### config.mk
export PLATFORM = sky130hd
export DESIGN_NAME = score_digit_scanner_flat
export DESIGN_NICKNAME = d
export VERILOG_FILES = /design/src/rtl/score_digit_scanner_if.sv /design/src/rtl/score_digit_scanner.sv /design/src/flat_wrapper.sv
export SDC_FILE = /design/constraint.sdc
export NUM_CORES = 1
export LEC_CHECK = 0
export ABC_CLOCK_PERIOD_IN_PS = 2900
export CAP_MARGIN = 10
export CORE_MARGIN = 2
export CORE_UTILIZATION = 45
export CTS_CLUSTER_DIAMETER = 200
export DETAILED_ROUTE_END_ITERATION = 16
export PLACE_DENSITY = 0.62
export SETUP_SLACK_MARGIN = 0.02
export SLEW_MARGIN = 25
export SYNTH_ARGS = -nofsm -noshare
export SYNTH_HDL_FRONTEND = slang
export SYNTH_SLANG_ARGS = --single-unit
### constraint.sdc
create_clock -name clk -period 2.9 [get_ports clk]
set_input_delay 0.58 -clock clk [delete_from_list [all_inputs] [get_ports clk]]
set_output_delay 0.58 -clock clk [all_outputs]
set_load 0.02 [all_outputs]
### src/rtl/score_digit_scanner_if.sv
// Score-to-display bus: load request and score in, scanned digit code and enables out.
interface score_digit_scanner_if;
  logic [13:0] value;
  logic        load;
  logic        blank_lz;
  logic        busy;
  logic [3:0]  digit_data;
  logic [3:0]  anode_n;

  modport master (output value, load, blank_lz, input busy, digit_data, anode_n);
  modport slave  (input value, load, blank_lz, output busy, digit_data, anode_n);
endinterface

### src/rtl/score_digit_scanner.sv
// Binary score to 4-digit BCD (sequential double-dabble) with a time-multiplexed
// digit scan that feeds a shared 7-segment decoder.
module score_digit_scanner #(
  parameter int unsigned SCAN_DIV = 50000
) (
  input logic                  clk,
  input logic                  rst_n,
  score_digit_scanner_if.slave bus
);

  localparam int unsigned VAL_W  = 14;
  localparam int unsigned BCD_W  = 16;
  localparam int unsigned STEP_W = 4;
  localparam int unsigned CNT_W  = (SCAN_DIV > 1) ? $clog2(SCAN_DIV) : 1;
  localparam int unsigned MAX_SCORE = 9999;

  typedef enum logic [1:0] {
    IDLE   = 2'd0,
    CONV   = 2'd1,
    COMMIT = 2'd2
  } state_t;

  state_t              state_q, state_d;
  logic [VAL_W-1:0]    bin_q, bin_d;
  logic [BCD_W-1:0]    work_q, work_d;
  logic [BCD_W-1:0]    disp_q, disp_d;
  logic [STEP_W-1:0]   step_q, step_d;
  logic                busy_q, busy_d;
  logic [BCD_W-1:0]    adj_c;
  logic [CNT_W-1:0]    cnt_q;
  logic [1:0]          idx_q;
  logic                lz_c;

  // Add-3 correction on every BCD nibble >= 5 before the shift
  always_comb begin
    adj_c = work_q;
    for (int i = 0; i < 4; i++) begin
      if (work_q[4*i +: 4] >= 4'd5) adj_c[4*i +: 4] = work_q[4*i +: 4] + 4'd3;
    end
  end

  always_ff @(posedge clk or negedge rst_n) begin
    if (!rst_n) begin
      state_q <= IDLE;
      bin_q   <= '0;
      work_q  <= '0;
      disp_q  <= '0;
      step_q  <= '0;
      busy_q  <= 1'b0;
    end else begin
      state_q <= state_d;
      bin_q   <= bin_d;
      work_q  <= work_d;
      disp_q  <= disp_d;
      step_q  <= step_d;
      busy_q  <= busy_d;
    end
  end

  always_comb begin
    state_d = state_q;
    bin_d   = bin_q;
    work_d  = work_q;
    disp_d  = disp_q;
    step_d  = step_q;
    busy_d  = busy_q;
    case (state_q)
      IDLE: begin
        if (bus.load) begin
          bin_d   = (bus.value > VAL_W'(MAX_SCORE)) ? VAL_W'(MAX_SCORE) : bus.value;
          work_d  = '0;
          step_d  = '0;
          busy_d  = 1'b1;
          state_d = CONV;
        end
      end
      CONV: begin
        {work_d, bin_d} = {adj_c[BCD_W-2:0], bin_q, 1'b0};
        if (step_q == STEP_W'(VAL_W - 1)) begin
          state_d = COMMIT;
        end else begin
          step_d = step_q + STEP_W'(1);
        end
      end
      COMMIT: begin
        // Display only updates here, so the scan never shows partial results
        disp_d  = work_q;
        busy_d  = 1'b0;
        state_d = IDLE;
      end
      default: begin
        state_d = IDLE;
        busy_d  = 1'b0;
      end
    endcase
  end

  // Free-running scan divider and digit index
  always_ff @(posedge clk or negedge rst_n) begin
    if (!rst_n) begin
      cnt_q <= '0;
      idx_q <= '0;
    end else if (cnt_q == CNT_W'(SCAN_DIV - 1)) begin
      cnt_q <= '0;
      idx_q <= idx_q + 2'd1;
    end else begin
      cnt_q <= cnt_q + CNT_W'(1);
    end
  end

  // Leading-zero detect: this digit and all more significant ones are zero
  always_comb begin
    case (idx_q)
      2'd1:    lz_c = (disp_q[15:4]  == 12'd0);
      2'd2:    lz_c = (disp_q[15:8]  == 8'd0);
      2'd3:    lz_c = (disp_q[15:12] == 4'd0);
      default: lz_c = 1'b0;
    endcase
  end

  assign bus.busy       = busy_q;
  assign bus.anode_n    = ~(4'b0001 << idx_q);
  assign bus.digit_data = (bus.blank_lz && lz_c) ? 4'hF : disp_q[{idx_q, 2'b00} +: 4];

endmodule

### src/flat_wrapper.sv
// flat-port wrapper written by rule: the top's interface ports become plain ports
module score_digit_scanner_flat 
#(
  parameter int unsigned SCAN_DIV = 50000
)
  (clk, rst_n, bus_value, bus_load, bus_blank_lz, bus_busy, bus_digit_data, bus_anode_n);
  score_digit_scanner_if bus_i ();
  input logic clk;
  input logic rst_n;
  input wire logic [$bits(bus_i.value)-1:0] bus_value;
  input wire logic [$bits(bus_i.load)-1:0] bus_load;
  input wire logic [$bits(bus_i.blank_lz)-1:0] bus_blank_lz;
  output wire logic [$bits(bus_i.busy)-1:0] bus_busy;
  output wire logic [$bits(bus_i.digit_data)-1:0] bus_digit_data;
  output wire logic [$bits(bus_i.anode_n)-1:0] bus_anode_n;
  assign bus_i.value = bus_value;
  assign bus_i.load = bus_load;
  assign bus_i.blank_lz = bus_blank_lz;
  assign bus_busy = bus_i.busy;
  assign bus_digit_data = bus_i.digit_data;
  assign bus_anode_n = bus_i.anode_n;
  score_digit_scanner #(.SCAN_DIV(SCAN_DIV)) u_core (.clk(clk), .rst_n(rst_n), .bus(bus_i));
endmodule
=== Yosys cells after proc, flatten, opt, wreduce, memory -nomap -nowiden ===
Index checks and enable logic that the tools add are counted.

* $mul: 0
* Bitwise gates (word level): 2
* Reductions and logical operators: 10
* Add/subtract/negate cells: 7
* Eq/ne operators: 10
* Mux-type cells: 20
* Divide/modulo/power cells: 0
* $lt $le $gt $ge: 5
* Shifts and indexed selects: 2

{| class="wikitable"
|+ Operators with widths
! operator !! number
|-
| $mux W16 || 2
|-
| $pmux W16 S2 || 1
|-
| $mux W14 || 2
|-
| $pmux W14 S2 || 1
|-
| $mux W4 || 6
|-
| $add A16 B1 Y16 const B || 1
|-
| $eq A16 B16 Y1 const B || 1
|-
| $ge A4 B3 Y1 const B || 4
|-
| $shiftx A16 B5 Y4 || 1
|-
| $gt A14 B14 Y1 const B || 1
|-
| $add A4 B2 Y4 const B || 3
|-
| $logic_not A12 Y1 || 1
|-
| $logic_not A8 Y1 || 1
|-
| $pmux W4 S2 || 1
|-
| $eq A2 B2 Y1 const B || 3
|-
| $reduce_and A2 Y1 || 3
|-
| $add A4 B1 Y4 const B || 1
|-
| $eq A2 B1 Y1 const B || 2
|-
| $eq A4 B4 Y1 const B || 1
|-
| $logic_not A4 Y1 || 1
|-
| $mux W2 || 2
|-
| $ne A2 B2 Y1 const B || 2
|-
| $not A4 Y4 || 1
|-
| $pmux W2 S2 || 1
|-
| 13 further kinds || 13
|}

* Input port bits: 18
* Memories: 0
* Output and inout bits: 9
* Bits in registers: 71
* Bits in latches: 0
* RAM bits: 0
* Memory bits (read-only): 0
* Logic and storage cells: 64

=== Depth between registers and ports, before layout ===
* Depth after elaboration: 4
* Mapped depth: 7
* Depth with buffers taken out: 6

=== Worst setup path after synthesis ===
No wires, ideal clock.

* Path kind: reg-to-output
* Start: register u_core.idx_q[1]
* End: output bus_digit_data[0]
* Stages on the path, launching flop included: 7
* Slack: 0.564 ns
* Arrival: 1.756 ns
* Path buffers: 0
* Required time: 2.320 ns
* Cell sequence: dfrtp_1 > inv_1 > ha_1 > or4b_2 > o21ai_0 > a31oi_1 > nand2b_1

* Longest elaborated chain between the ends: 4
* Elaborated cells between the ends (all ways): 7
* Classes of those cells: eq/ne: 3; shift: 1; mux: 2; reduce/logical: 1

{| class="wikitable"
|+ Ends and longest elaborated chain
! element !! RTL line !! source
|-
| start, declared || score_digit_scanner.sv:31 || <nowiki>logic [1:0] idx_q;</nowiki>
|-
| start signal, assigned || score_digit_scanner.sv:105 || <nowiki>idx_q <= idx_q + 2'd1;</nowiki>
|-
| branches (longest 3 deep; another with $shiftx A16 B5 Y4) || n/a ||
|-
| $mux W4 * || score_digit_scanner.sv:123 || <nowiki>assign bus.digit_data = (bus.blank_lz && lz_c) ? 4'hF : disp_q[{idx_q, 2'b00} +: 4];</nowiki>
|-
| end, declared || flat_wrapper.sv:14 || <nowiki>output wire logic [$bits(bus_i.digit_data)-1:0] bus_digit_data;</nowiki>
|}

Mark *: on every way between the ends.

=== Worst setup path after layout ===
* Start: register u_core.idx_q[1]
* End: output bus_digit_data[2]

The elaborated chain is that of the path after synthesis.

==> reports/results.tsv <==
stage	metric	value	unit
finish	finish.instance_area	4190	um2
setup_path	start_kind	flip-flop	
sta	fin_setup_tns	0	ps
global_routing	busiest_layer	met2	
synth	synth_most_common_cell	dfrtp_1	
finish	syn_to_final_growth	17.6	%
global_routing	grt_max_degree	62	
global_routing	grt_util_all_layers	0.171	
sta	finalMaxSlewViolations	0	
cts	cts-root-buf	clkbuf_8	
setup_path	ff2ff_path_depth	3	
finish	antenna_cells	0	
synth	synthTopCellsByCount	dfrtp_1 (71), inv_1 (26), nor2_1 (23)	
global_routing	overflow	0	
synth	ys_types	48	
status	status	complete, no violations	
cts	cts.sinks	71	
global_routing	grtUsageMet2	0.279	
cts	clockBufferDepth	2	
synth	ys_ff_latch	71	
routing	drc_errors	0	
power	p_leak	1.95	nW
synth	synth_top_cell_by_area	dfrtp_1	
routing	num_vias	2435	
placement	postPlaceCellArea	3970	um2
floorplanning	die-width	93.0	um
setup_path	crit_fanout	4	
synth	synth-edff-count	0	
global_routing	antenna_found_initial	0	
synth	async_reset_ff_frac	1.00	
synth	netlist_top_cells_area	dfrtp_1 (50%), mux2_2 (5.7%), ha_1 (5.6%)	
setup_path	r2r_slack	870	ps
cts	clk_latency	340	ps
floorplanning	ios	27	
placement	gp_congestion	0.785	
power	ir_drop	0.404	mV
sta	fmax	373	MHz
setup_path	critical_path.endpoint_type	primary output	
setup_path	regToRegStartpoint	u_core.cnt_q[7]	
finish	multi_input_comb_area	1640	um2
run	cap_viol_max_count	0	
setup_path	arrival	2100	ps
cts	cts_tree	done	
synth	avgSynthCellArea	11.2	um2
synth	syn_area	3560	um2
floorplanning	coreArea	7690	um2
finish	seq_area	1780	um2
finish	utilization	0.545	
sta	tightest_slew	668	ps
setup_path	reg2reg_to	u_core.cnt_q[1]	
synth	ys_seq_area_frac	0.499	
cts	clkTransAtPathRegs	70	ps
routing	vias_per_cell	5.31	
sta	rsz0062_at_grt	false	
floorplanning	start_util	0.463	
global_routing	grtUsageMet3	0.0317	
synth	synth_top_cell_area_share	0.499	
sta	max-slew-margin-rel	0.551	
routing	wl_per_cell	14.8	um
power	p_total	3.89	mW
placement	port_buffers	26	
cts	ctsHtreeMaxLevel	3	
placement	hpwl	4830	um
synth	yosysWarnings	0	
routing	detail-route-antenna-nets	0	
min_path	hold_path_class	input port to asynchronous set/reset pin	
floorplanning	dieArea	8640	um2
sta	finalCritPeriodShare	0.925	
global_routing	met1_usage	0.227	
floorplanning	dieHeight	93.0	um
setup_path	required	2320	ps
cts	cts_buffers	9	
sta	skew	10.8	ps
sta	final-hold-violation-count	0	
sta	finalSetupViolations	0	
synth	syn-num-nets	352	
power	powerDensity	928	nW/um2
routing	firstDrtPassIters	4	
finish	n_fill_cell	690	
finish	nets	386	
synth	postSynthCellCount	318	
global_routing	grt_pass1_wl	11600	um
routing	totalWireLength	6790	um
routing	drtIter0Drc	110	
global_routing	first_global_vias	2448	
finish	drive_gt1_frac	0.154	
setup_path	path_class	flip-flop to primary output	
sta	period_needed	2680	ps
synth	synthFlopType	dfrtp_1	
floorplanning	rows	32	
-- area by class of cell --
| type | count | area share |
|---|---|---|
| clock inverter | 2 | 0.0143 |
| timing repair buffer | 34 | 0.0735 |
| tap | 102 | 0.0305 |
| inverter | 26 | 0.0233 |
| multi-input combinational | 210 | 0.391 |
| sequential | 71 | 0.424 |
| clock buffer | 14 | 0.0436 |
-- cells by family after synthesis --
logic type      share of synthesized area
flops                               0.499
compound gates                      0.116
buf+inv                            0.0415
mux                                0.0935
simple gates                        0.142
fa+ha+maj                          0.0562
xor+xnor                           0.0516
-- metrics by stage --
stage               instances  hold WS, ps  setup WS, ps
detailed placement        443          470           124
CTS                       459         99.2          24.1
finish                    459          109           216
global placement          443          464           164
floorplan                 318          284           564
global route              459          107          65.5
-- cell usage in the layout (no fill, tap or decap), drive strengths merged, types with 2 or more instances in the layout --
master,n
a211oi,6
a21o,4
a21oi,9
a222oi,2
a22o,6
a32o,4
and3,2
buf,9
bufinv,2
clkbuf,18
clkdlybuf4s50,21
dfrtp,71
ha,16
inv,26
mux2,18
mux2i,4
mux4,4
nand2,11
nand2b,12
nand3,8
nand4,4
nor2,23
nor2b,3
nor3,3
nor3b,8
nor4,5
o21ai,10
o22ai,6
o31ai,4
o32ai,2
or4b,3
xnor2,10
xor2,11
-- registers in the layout (all words and copies together) (netlist names) --
signal	count
u_core.bin_q	14
u_core.bus.busy	1
u_core.cnt_q	16
u_core.disp_q	16
u_core.idx_q	2
u_core.state_q	2
u_core.step_q	4
u_core.work_q	16
-- routing by layer --
| layer | vias up | part of all wire |
|---|---|---|
| li1 | 1202 | - |
| met1 | 1197 | 0.49 |
| met2 | 30 | 0.48 |
| met3 | 6 | 0.021 |
| met4 | 0 | 0.011 |
| met5 | - | 0 |
-- critical path, stage by stage, from the launching register on --
cell and delay (ps):
dfrtp_1 370, inv_1 70, ha_1 160, or4b_2 570, o21ai_0 160, a31oi_1 160, nand2b_1 110, clkbuf_2 170
-- worst max path at each step --
stage                     from                end  slack, ps
2_1_floorplan  u_core.idx_q[1]  bus_digit_data[0]        560
3_3_place_gp   u_core.idx_q[1]  bus_digit_data[2]        160
3_5_place_dp   u_core.idx_q[1]  bus_digit_data[2]        120
4_1_cts        u_core.idx_q[1]  bus_digit_data[2]         20
5_1_grt        u_core.idx_q[1]  bus_digit_data[3]         70
6_report       u_core.idx_q[1]  bus_digit_data[2]        220
-- report_power, final --
part	leakage [nW]	switching (mW)	internal, mW
Clock	0.123	0.349	0.580
Sequential	0.914	0.291	1.32
Combinational	0.912	0.665	0.682
-- timing repair --
item | in CTS | in global routing
setup buffers | 0 | 0
hold buffers | 0 | 0
gates resized for setup | 4 | 8
setup endpoints to repair | 4 | 4
gates cloned | 0 | 0
Power figures use the tool's default switching activity.
